===== src/rtl/seven_seg_pkg.sv =====
// seven_seg_pkg: shared widths, off-state constants, segment bit order and the
// hex-to-segment table for the 8-digit multiplexed seven-segment display.
package seven_seg_pkg;

  localparam int unsigned NUM_DIGITS = 8;
  localparam int unsigned IDX_W      = $clog2(NUM_DIGITS);
  localparam int unsigned NIB_W      = 4;
  localparam int unsigned SEG_W      = 7;
  localparam int unsigned VAL_W      = NUM_DIGITS * NIB_W;

  typedef logic [SEG_W-1:0]      seg_t;
  typedef logic [NUM_DIGITS-1:0] an_t;

  // Pins are active-low, so "off" is all ones.
  localparam seg_t SEG_OFF = 7'h7F;
  localparam an_t  AN_OFF  = 8'hFF;

  // Cathode bit positions within seg_t: {g,f,e,d,c,b,a}.
  localparam int unsigned SEG_A = 0;
  localparam int unsigned SEG_B = 1;
  localparam int unsigned SEG_C = 2;
  localparam int unsigned SEG_D = 3;
  localparam int unsigned SEG_E = 4;
  localparam int unsigned SEG_F = 5;
  localparam int unsigned SEG_G = 6;

  // Active-low glyphs for 0..F (lowercase b and d to stay distinct from 8 and 0).
  localparam seg_t HEX_SEG [16] = '{
    7'h40, 7'h79, 7'h24, 7'h30, 7'h19, 7'h12, 7'h02, 7'h78,
    7'h00, 7'h10, 7'h08, 7'h03, 7'h46, 7'h21, 7'h06, 7'h0E
  };

  // Active-low one-hot anode select for a digit index.
  function automatic an_t anode_sel(input logic [IDX_W-1:0] idx);
    return ~(an_t'(1) << idx);
  endfunction

endpackage


===== src/rtl/seven_seg_hex_decode.sv =====
// seven_seg_hex_decode: combinational nibble to active-low cathode pattern.
//   i_nibble : hex digit 0..F
//   o_seg_c  : active-low segments {g,f,e,d,c,b,a}
module seven_seg_hex_decode
  import seven_seg_pkg::*;
(
  input  logic [NIB_W-1:0] i_nibble,
  output seg_t             o_seg_c
);

  assign o_seg_c = HEX_SEG[i_nibble];

endmodule


===== src/rtl/seven_seg_scanner.sv =====
// seven_seg_scanner: double-buffered 8-digit hex display scanner with
// per-slot ghosting dead-time, leading-zero suppression and frame-synchronous
// buffer update.
//   CLK          : system clock, rising edge
//   Reset        : synchronous active-low reset
//   Value        : 32-bit value, digit 0 = Value[3:0]
//   Load         : capture Value into the shadow register
//   BlankLeading : suppress leading zero digits (digit 0 always shown)
//   DigitEn      : per-digit enable, 0 forces that anode off
//   SevenSegAn   : active-low anode select, bit i = digit i
//   SevenSegCat  : active-low segments {g,f,e,d,c,b,a}
//   FrameDone    : one-cycle pulse at each frame boundary
module seven_seg_scanner
  import seven_seg_pkg::*;
#(
  parameter int unsigned SCAN_DIV     = 100000,
  parameter int unsigned BLANK_CYCLES = 1000
) (
  input  logic                  CLK,
  input  logic                  Reset,
  input  logic [VAL_W-1:0]      Value,
  input  logic                  Load,
  input  logic                  BlankLeading,
  input  logic [NUM_DIGITS-1:0] DigitEn,
  output logic [NUM_DIGITS-1:0] SevenSegAn,
  output logic [SEG_W-1:0]      SevenSegCat,
  output logic                  FrameDone
);

  localparam int unsigned     CNT_W     = (SCAN_DIV > 1) ? $clog2(SCAN_DIV) : 1;
  localparam logic [CNT_W-1:0] CNT_LAST  = CNT_W'(SCAN_DIV - 1);
  localparam logic [CNT_W-1:0] CNT_BLANK = CNT_W'(BLANK_CYCLES);

  logic [CNT_W-1:0] r_cnt;
  logic [IDX_W-1:0] r_idx;
  logic [VAL_W-1:0] r_shadow;
  logic [VAL_W-1:0] r_buf;
  an_t              r_an;
  seg_t             r_cat;
  logic             r_frame_done;

  logic             w_slot_end;
  logic             w_boundary;
  logic [IDX_W+1:0] w_shamt;
  logic [VAL_W-1:0] w_upper;
  logic             w_lead_blank;
  logic             w_dark;
  seg_t             w_seg;

  assign w_slot_end = (r_cnt == CNT_LAST);
  assign w_boundary = w_slot_end && (r_idx == IDX_W'(NUM_DIGITS - 1));

  // Nibbles idx..7 of the buffer; the low nibble is the digit being scanned.
  assign w_shamt      = {r_idx, 2'b00};
  assign w_upper      = r_buf >> w_shamt;
  assign w_lead_blank = BlankLeading && (r_idx != '0) && (w_upper == '0);
  assign w_dark       = (r_cnt < CNT_BLANK) || !DigitEn[r_idx] || w_lead_blank;

  seven_seg_hex_decode u_hex_decode (
    .i_nibble (w_upper[NIB_W-1:0]),
    .o_seg_c  (w_seg)
  );

  // Scan timing, buffering and registered pin drive.
  always_ff @(posedge CLK) begin
    if (!Reset) begin
      r_cnt        <= '0;
      r_idx        <= '0;
      r_shadow     <= '0;
      r_buf        <= '0;
      r_an         <= AN_OFF;
      r_cat        <= SEG_OFF;
      r_frame_done <= 1'b0;
    end else begin
      r_cnt <= w_slot_end ? '0 : r_cnt + CNT_W'(1);
      if (w_slot_end) begin
        r_idx <= r_idx + IDX_W'(1);
      end
      if (Load) begin
        r_shadow <= Value;
      end
      // A load on the boundary cycle bypasses the shadow so it is not lost a frame.
      if (w_boundary) begin
        r_buf <= Load ? Value : r_shadow;
      end
      r_frame_done <= w_boundary;
      r_an         <= w_dark ? AN_OFF : anode_sel(r_idx);
      r_cat        <= w_dark ? SEG_OFF : w_seg;
    end
  end

  assign SevenSegAn  = r_an;
  assign SevenSegCat = r_cat;
  assign FrameDone   = r_frame_done;

endmodule


===== config.mk =====
export PLATFORM = sky130hd
export DESIGN_NAME = seven_seg_scanner
export DESIGN_NICKNAME = d
export VERILOG_FILES = /design/src/rtl/seven_seg_pkg.sv /design/src/rtl/seven_seg_hex_decode.sv /design/src/rtl/seven_seg_scanner.sv
export SDC_FILE = /design/constraint.sdc
export NUM_CORES = 1
export LEC_CHECK = 0
export BUFFER_PORTS_ARGS = -buffer_cell sky130_fd_sc_hd__buf_4
export CORE_ASPECT_RATIO = 2
export CORE_MARGIN = 1
export CORE_UTILIZATION = 29
export DETAILED_ROUTE_END_ITERATION = 12
export GPL_TIMING_DRIVEN = 0
export PLACE_DENSITY = 0.47
export REMOVE_ABC_BUFFERS = 1
export SETUP_SLACK_MARGIN = 0.3
export SLEW_MARGIN = 20
export SYNTH_ARGS = -nofsm -noshare
export SYNTH_HDL_FRONTEND = slang
export SYNTH_SLANG_ARGS = --single-unit

===== constraint.sdc =====
create_clock -name CLK -period 3 [get_ports CLK]
set_input_delay 0.15 -clock CLK [delete_from_list [all_inputs] [get_ports CLK]]
set_output_delay 0.15 -clock CLK [all_outputs]
set_load 0.1 [all_outputs]

Yosys cells after proc, flatten, opt, wreduce, memory -nomap -nowiden
Memory sizes are Yosys's and may differ from the RTL's. A register that Yosys moved wholly into a read port is not among the register bits.
Index checks and enable logic that the tools add are counted.
- add/sub/neg operators: 2
- $lt $le $gt $ge: 2
- equality and inequality tests: 2
- shift-type cells: 2
- multiplexer cells: 3
- bitwise logic cells: 3
- reduce and logical (&&, ||, !) cells: 10
- operators with widths (kind ; number):
    $logic_not A32 Y1 ; 1
    $mux W32 ; 1
    $shr A32 B5 Y32 ; 1
    $add A17 B1 Y17 const B ; 1
    $eq A17 B17 Y1 const B ; 1
    $lt A17 B10 Y1 const B ; 1
    $not A8 Y8 ; 1
    $shl A1 B3 Y8 const A ; 1
    $not A4 Y5 ; 1
    $lt A3 B4 Y1 const B ; 1
    $reduce_or A2 Y1 ; 2
    $add A3 B1 Y3 const B ; 1
    $bmux W1 S3 ; 1
    $eq A3 B3 Y1 const B ; 1
    $logic_and A1 B1 Y1 ; 3
    $reduce_bool A3 Y1 ; 1
    $logic_or A1 B1 Y1 ; 2
    $logic_not A1 Y1 ; 1
    $mux W1 ; 1
    $not A1 Y1 ; 1
- flip-flop bits (word level): 93
- memory bits (read-only): 112
- input port bits: 44
- output and inout bits: 16
- word-level logic and storage cells: 31
- memories: 1
- memory list (memory ; words ; width ; rd ports ; clocked after memory_dff ; write ports ; line ; source):
    (name not given) ; 16 ; 7 ; 1 ; 1 ; 0 ; seven_seg_hex_decode.sv:11 ; assign o_seg_c = HEX_SEG[i_nibble];

Depth between registers and ports, before layout
Gate-level depths: netlist (run 1).
- depth after elaboration: 6
- gate-level depth with buffers: 13
- depth with buffers taken out: 10

Cells and area by module
A second synthesis (run 1) with hierarchy kept.
- cells, all modules: 534
- area, all modules: 4878.4 µm²
- modules (own cells, without submodules) (module ; instances ; cells each ; area an instance (µm²) ; sequential area each (µm²)):
    seven_seg_scanner ; 1 ; 499 ; 4630.7 ; 2001.9
    seven_seg_hex_decode ; 1 ; 35 ; 247.7 ; 0.0

Worst setup path before layout (run 1)
OpenSTA, ideal clock, no wires.
- path type: flip-flop to flip-flop
- start: reg r_idx[0]
- end: reg r_cat[2], in the netlist SevenSegCat[2]
- setup time: 0.095 ns
- data arrival time: 2.540 ns
- required time: 2.905 ns
- path slack: 0.365 ns
- stages on the path, launching flop included: 14
- path buffers: 3
- clock period less this slack: 2.635 ns
- path through: dfxtp_1 > buf_6 > buf_2 > mux4_2 > nand2_1 > nand2_1 > inv_1 > ha_1 > nand2_1 > a211oi_1 > a31oi_1 > a21o_1 > buf_6 > o311ai_1
- cells in the longest elaborated chain, start to end: 6
- elaborated cells between the ends (all ways): 12
- classes of those cells: shift: 1; mux: 2; bitwise: 1; reduce/logical: 8
- ends and longest elaborated chain (element ; line ; source):
    start: declaration ; seven_seg_scanner.sv:35 ; logic [IDX_W-1:0] r_idx;
    start signal: assignment ; seven_seg_scanner.sv:77 ; r_idx <= r_idx + IDX_W'(1);
    branches (longest 6 deep; another with $shr A32 B5 Y32) ; -- ;
    end: declaration ; seven_seg_scanner.sv:39 ; seg_t r_cat;
Parallel ways; which one is timed is not known. The select of a mux whose other input is x is not followed.
A chain may end at the register's enable or synchronous reset.

Worst setup path in the final report (run 1)
Ends and elaborated chain as after synthesis.

==> results of run 1 <==
power breakdown:
part           internal [mW]  switching (mW)  total [mW]
combinational         0.0728          0.0631       0.136
sequential              1.35         0.00912        1.36
clock                  0.576           0.492        1.07
worst max-delay path, stage by stage (launching register included):
cell      delay (ps)
dfxtp_4          430
mux4_2           540
mux2_2           320
clkinv_1         110
ha_1             240
nand2_1           90
a211oi_2         230
a31oi_2          150
a21o_2           270
o311ai_1         100
area by class of cell:
| type | count | area, um2 |
|---|---|---|
| multi-input combinational | 303 | 2290 |
| clock inverter | 5 | 28.8 |
| clock buffer | 10 | 239 |
| sequential | 100 | 2010 |
| tap | 195 | 244 |
| fill | 1521 | 9550 |
| inverter | 7 | 26.3 |
| timing repair buffer | 65 | 508 |
state kept, by name (all words and copies together), names as in the netlist:
register	flops
r_buf	32
r_cnt	17
SevenSegCat	7
r_shadow	32
FrameDone	1
SevenSegAn	8
r_idx	3
metal layers:
metal / vias to the layer above / wire [um]
li1: 1641 / -
met1: 1532 / 4010
met2: 50 / 5300
met3: 13 / 215
met4: 0 / 192
met5: - / 0
metrics by stage:
stage	area, um2	power [mW]
CTS	5340	2.60
global route	5340	2.66
finish	5340	2.57
floorplan	4290	1.45
global placement	4980	1.53
detailed placement	5010	1.54
placed cells by master (no fill, tap or decap), types with 6 or more instances in the layout:
master | synthesis | layout
buf_4 | 0 | 64
nand2_1 | 55 | 55
xor2_1 | 10 | 10
ha_1 | 12 | 12
nor4_1 | 9 | 9
nand4_1 | 7 | 7
xnor2_1 | 6 | 6
mux4_2 | 10 | 10
mux2i_1 | 38 | 37
clkbuf_16 | 0 | 9
dfxtp_1 | 100 | 98
nor3_1 | 7 | 7
nor2b_1 | 34 | 34
o211a_1 | 33 | 33
nand3_1 | 14 | 14
nor2_1 | 26 | 26
worst max path at each step:
stage | slack, ps | cells past startpoint | to | start
floorplan | 100 | 9 | SevenSegCat[2] | r_idx[0]
global placement | -850 | 5 | r_buf[13] | r_idx[0]
detailed placement | -530 | 6 | SevenSegCat[2] | r_idx[0]
CTS | 350 | 9 | SevenSegCat[2] | r_idx[0]
global route | 270 | 9 | SevenSegCat[2] | r_idx[0]
finish | 410 | 9 | SevenSegCat[2] | r_idx[0]
kinds of logic after synthesis:
| kind of cell | Yosys count |
|---|---|
| AND/OR/NAND/NOR | 167 |
| XOR/XNOR | 16 |
| multiplexers | 52 |
| flip-flops | 100 |
| AO/OA/AOI/OAI | 55 |
| buffers and inverters | 36 |
| adder cells (fa/ha/maj) | 12 |
what timing repair did:
item                                    in CTS  in global routing
gates resized for setup                      7                  2
endpoints found under the setup margin      30                 27
buffers inserted                             5                  0
pin swaps                                    1                  0
cloned                                       1                  0
==> results.toml, run 1 <==
[layout]
antenna-diode-count = 0
drive_gt1_share_pct = 21.4
syn_to_final_growth_pct = 20.8
fin_cells = 685
fin_util_pct = 35.9
layout.nets = 542

[floorplanning]
start_util_pct = 29.7
die_x_um = 89.4
ioPinCount = 60
dieArea_um2 = 15800
row_count = 63
core_um2 = 14900
die_y_um = 177

[global_route]
grt-busiest-layer = "met2"
use_met2_pct = 24.7
grtUsageMet1_pct = 13.7
grt_start_max_net_pins = 73
grt_pass1_wl_mm = 15.6
grt_usage_pct = 13.1
grt_antenna_before_repair = 0
grt_overflow = 0
grt_pass1_vias = 3202
met3_usage_pct = 2.33

[clock_tree]
htreeDepth = 3
root_buffer = "clkbuf_16"
cts_tree = "yes"
clock_latency_ps = 340
clk_pin_slew_worst_paths_ps = 70
clock-sinks = 100
ctsLongestPathBuffers = 2
postCtsHoldBufs = 0
numCtsBuffers = 9

[route]
wirelength_mm = 9.71
vias_per_cell = 4.72
wl_per_cell_um = 14.2
drc_errors = 0
dr.pass1.iters = 4
first_iter_violations = 122
vias = 3236
ant_nets = 0

[synth]
synth_top_family_by_area = "simple AND/OR/NAND/NOR gates"
synth_commonest_cells = "dfxtp_1 (100), nand2_1 (55), mux2i_1 (38)"
yosysMostFrequentCell = "dfxtp_1"
synth_flop_cell = "dfxtp_1"
synthArstFlopShare_pct = 0
netlist_top_cells_area = "dfxtp_1 (45%), mux2i_1 (8.6%), o211a_1 (7.5%)"
synth_edf_count = 0
yosysTopAreaCell = "dfxtp_1"
post-synth-top-area-fraction_pct = 45.2
synth_compound_area_share_pct = 11.0
synth_mux_area_share_pct = 15.0
avgSynthCellArea_um2 = 10.1
yosys.area_share.simple_pct = 18.6
synth-xor-area-share_pct = 3.17
ys_seq_area_share_pct = 45.2
synth_seq_cells = 100
synth_area_um2 = 4430
synth-adder-area-share_pct = 3.39
yosysWarnings = 0
synth_cells = 438
synth.distinct_cells = 42

[power_and_ir_drop]
p_leak_nw = 2.50
p_per_area_nw_per_um2 = 480
vdd_drop_max_uv = 303

[placed_design]
numPortBuffers = 59
dp_hpwl_mm = 6.74
gp_congestion = 0.812
dp_slack_ps = -531
placed_cells = 664

[timing]
finalCriticalPeriod_ps = 2590
clock_skew_ps = 6.43
whs_ps = 92.5
finalHoldViolations = 0
setup_ws_ps = 408
setup_tns_ps = 0
max_slew.worst_pin.slew_ps = 672
fmaxAchievable_ghz = 0.386
report.final.slew_viol_count = 0
rsz0062_at_grt = "true"
post-route-period-util_pct = 86.4
max-slew-margin-rel_pct = 54.3
setup_viol = 0

[worst_setup_path]
path_class = "reg -> reg"
crit_path_start_kind = "register"
ff2ff_path_depth = 9
r2r_end = "SevenSegCat[2]"
critPathMaxFanout = 8
r2r_start = "r_idx[0]"
regToRegSetupSlack_ps = 410
endpoint_kind = "register"
arrival_ps = 2830
critical_path_required_ps = 3240

[worst_hold_path]
hold_path_depth = 3
hold_path_end = "r_shadow[0]"
hold_class = "in -> reg"
hold_path.startpoint = "Value[0]"

[run_status]
outcome = "complete, no violations"

[run]
drv_cap = 0
(Power assumes the default switching activity.)
==> run 2, diff against run 1 <==
--- a/config.mk
+++ b/config.mk
@@ -9,6 +9,7 @@
 export CORE_ASPECT_RATIO = 2
 export CORE_MARGIN = 1
 export CORE_UTILIZATION = 29
+export CTS_BUF_LIST = sky130_fd_sc_hd__clkbuf_8 sky130_fd_sc_hd__clkbuf_16
 export DETAILED_ROUTE_END_ITERATION = 12
 export GPL_TIMING_DRIVEN = 0
 export PLACE_DENSITY = 0.47
==> constraint.sdc (replaced) <==
create_clock -name CLK -period 3.15 [get_ports CLK]
set_input_delay 0.1575 -clock CLK [delete_from_list [all_inputs] [get_ports CLK]]
set_output_delay 0.1575 -clock CLK [all_outputs]
set_load 0.1 [all_outputs]
==> results.toml, run 2 (same netlist as run 1, synthesis figures left out) <==
[global_route]
grt_pass1_wl_mm = 15.4
grt_pass1_vias = 3148
grt_start_max_net_pins = 73
grt_antenna_before_repair = 0
grt_usage_pct = 12.9
grt_overflow = 0

[power_and_ir_drop]
p_comb_share_pct = 5.3
vdd_drop_max_uv = 288
power.internal_mw = 1.91
pwr-share-clk_pct = 41.5
p_switching_mw = 0.534
power_frac_seq_pct = 53.2
swShare_pct = 21.9
p_leak_nw = 2.49
p_per_area_nw_per_um2 = 458

[floorplanning]
core_um2 = 14900
die_x_um = 89.4
row_count = 63
ioPinCount = 60
start_util_pct = 29.7
dieArea_um2 = 15800
die_y_um = 177

[worst_setup_path]
arrival_ps = 2940
r2r_start = "r_idx[0]"
critPathMaxFanout = 11
endpoint_kind = "register"
crit_path_start_kind = "register"
critical_path_required_ps = 3390
path_class = "reg -> reg"
startpoint = "r_idx[0]"

[clock_tree]
numCtsBuffers = 9
postCtsHoldBufs = 0
htreeDepth = 3
ctsLongestPathBuffers = 2
clock_latency_ps = 340
root_buffer = "clkbuf_16"
clk_pin_slew_worst_paths_ps = 70
clock-sinks = 100
cts_tree = "yes"

[route]
first_iter_violations = 106
wl_per_cell_um = 14.0
wirelength_mm = 9.60
vias = 3191
drc_errors = 0
dr.pass1.iters = 4
vias_per_cell = 4.67
ant_nets = 0

[placed_design]
gp_congestion = 0.812
dp_hpwl_mm = 6.74
numPortBuffers = 59
place_area_um2 = 5010

[layout]
antenna-diode-count = 0
largestRegisters = "r_buf: 32 flops, r_shadow: 32 flops, r_cnt: 17 flops"
fin_util_pct = 35.8
syn_to_final_growth_pct = 20.6
drive_gt1_share_pct = 21.5
layout.nets = 541
final_common_cell = "dfxtp_1"
fin_area_um2 = 5340
mostFrequentLayoutCells = "dfxtp_1 (98), buf_4 (64), nand2_1 (55)"

[timing]
post-route-period-util_pct = 85.8
finalHoldViolations = 0
setup_viol = 0
max_slew.worst_pin.slew_ps = 674
report.final.slew_viol_count = 0
fmaxAchievable_ghz = 0.370
clock_skew_ps = 6.38
rsz0062_at_grt = "false"
max-slew-margin-rel_pct = 54.2
finalCriticalPeriod_ps = 2700

[run]
drv_cap = 0

[run_status]
outcome = "complete, no violations"

[worst_hold_path]
hold_path.startpoint = "Value[0]"
hold_class = "in -> reg"
## run 2: area by class of cell
type                            count  area, um2
Fill cell                        1522       9560
Clock inverter                      5       28.8
Sequential cell                   100       2010
Tap cell                          195        244
Clock buffer                       10        239
Timing Repair Buffer               65        508
Inverter                            7       26.3
Multi-Input combinational cell    302       2280
## run 2: stage by stage
stage | setup WS, ps | setup TNS (ps) | hold slack, ps | power [mW] | cells
5_1_grt | 318 | 0 | 113 | 2.54 | 684
3_5_place_dp | -381 | -3580 | 451 | 1.46 | 664
3_3_place_gp | -696 | -19210 | 442 | 1.46 | 663
6_report | 448 | 0 | 103 | 2.44 | 684
4_1_cts | 335 | 0 | 100 | 2.48 | 680
2_1_floorplan | 250 | 0 | 279 | 1.38 | 409
## run 2: path summary, 6_finish.rpt
path	to	slack, ps	cells after the start
worst max-delay path	SevenSegCat[2]	450	9
worst min-delay path	r_shadow[0]	100	3
worst max register to register	SevenSegCat[2]	450	9
worst min register to register	r_cnt[0]	460	1
## run 2: critical path: stages, from the launching register on
cell	delay (ps)
dfxtp_4	450
mux4_2	540
mux2_2	320
clkinv_1	110
ha_1	240
nand2_1	90
a211oi_2	230
a31oi_2	180
a21o_2	320
o311ai_1	120
## run 2: power by group through the flow
stage	registers (mW)	clock network [mW]	logic [mW]
floorplan	1.33	0	0.0569
global placement	1.33	0	0.131
detailed placement	1.33	0	0.133
CTS	1.30	1.05	0.134
global route	1.30	1.09	0.144
finish	1.30	1.01	0.130
## run 2: what timing repair did
action / in CTS / in global routing
resized for setup: 6 / 2
buffers inserted: 1 / 4
endpoints found under the setup margin: 14 / 11
## run 2: per-layer routing
metal	part of all wire (%)	global-route usage, %
met3	2.0	2.24
met4	1.6	4.83
met1	42	13.7
met2	55	24.4
met5	0	0
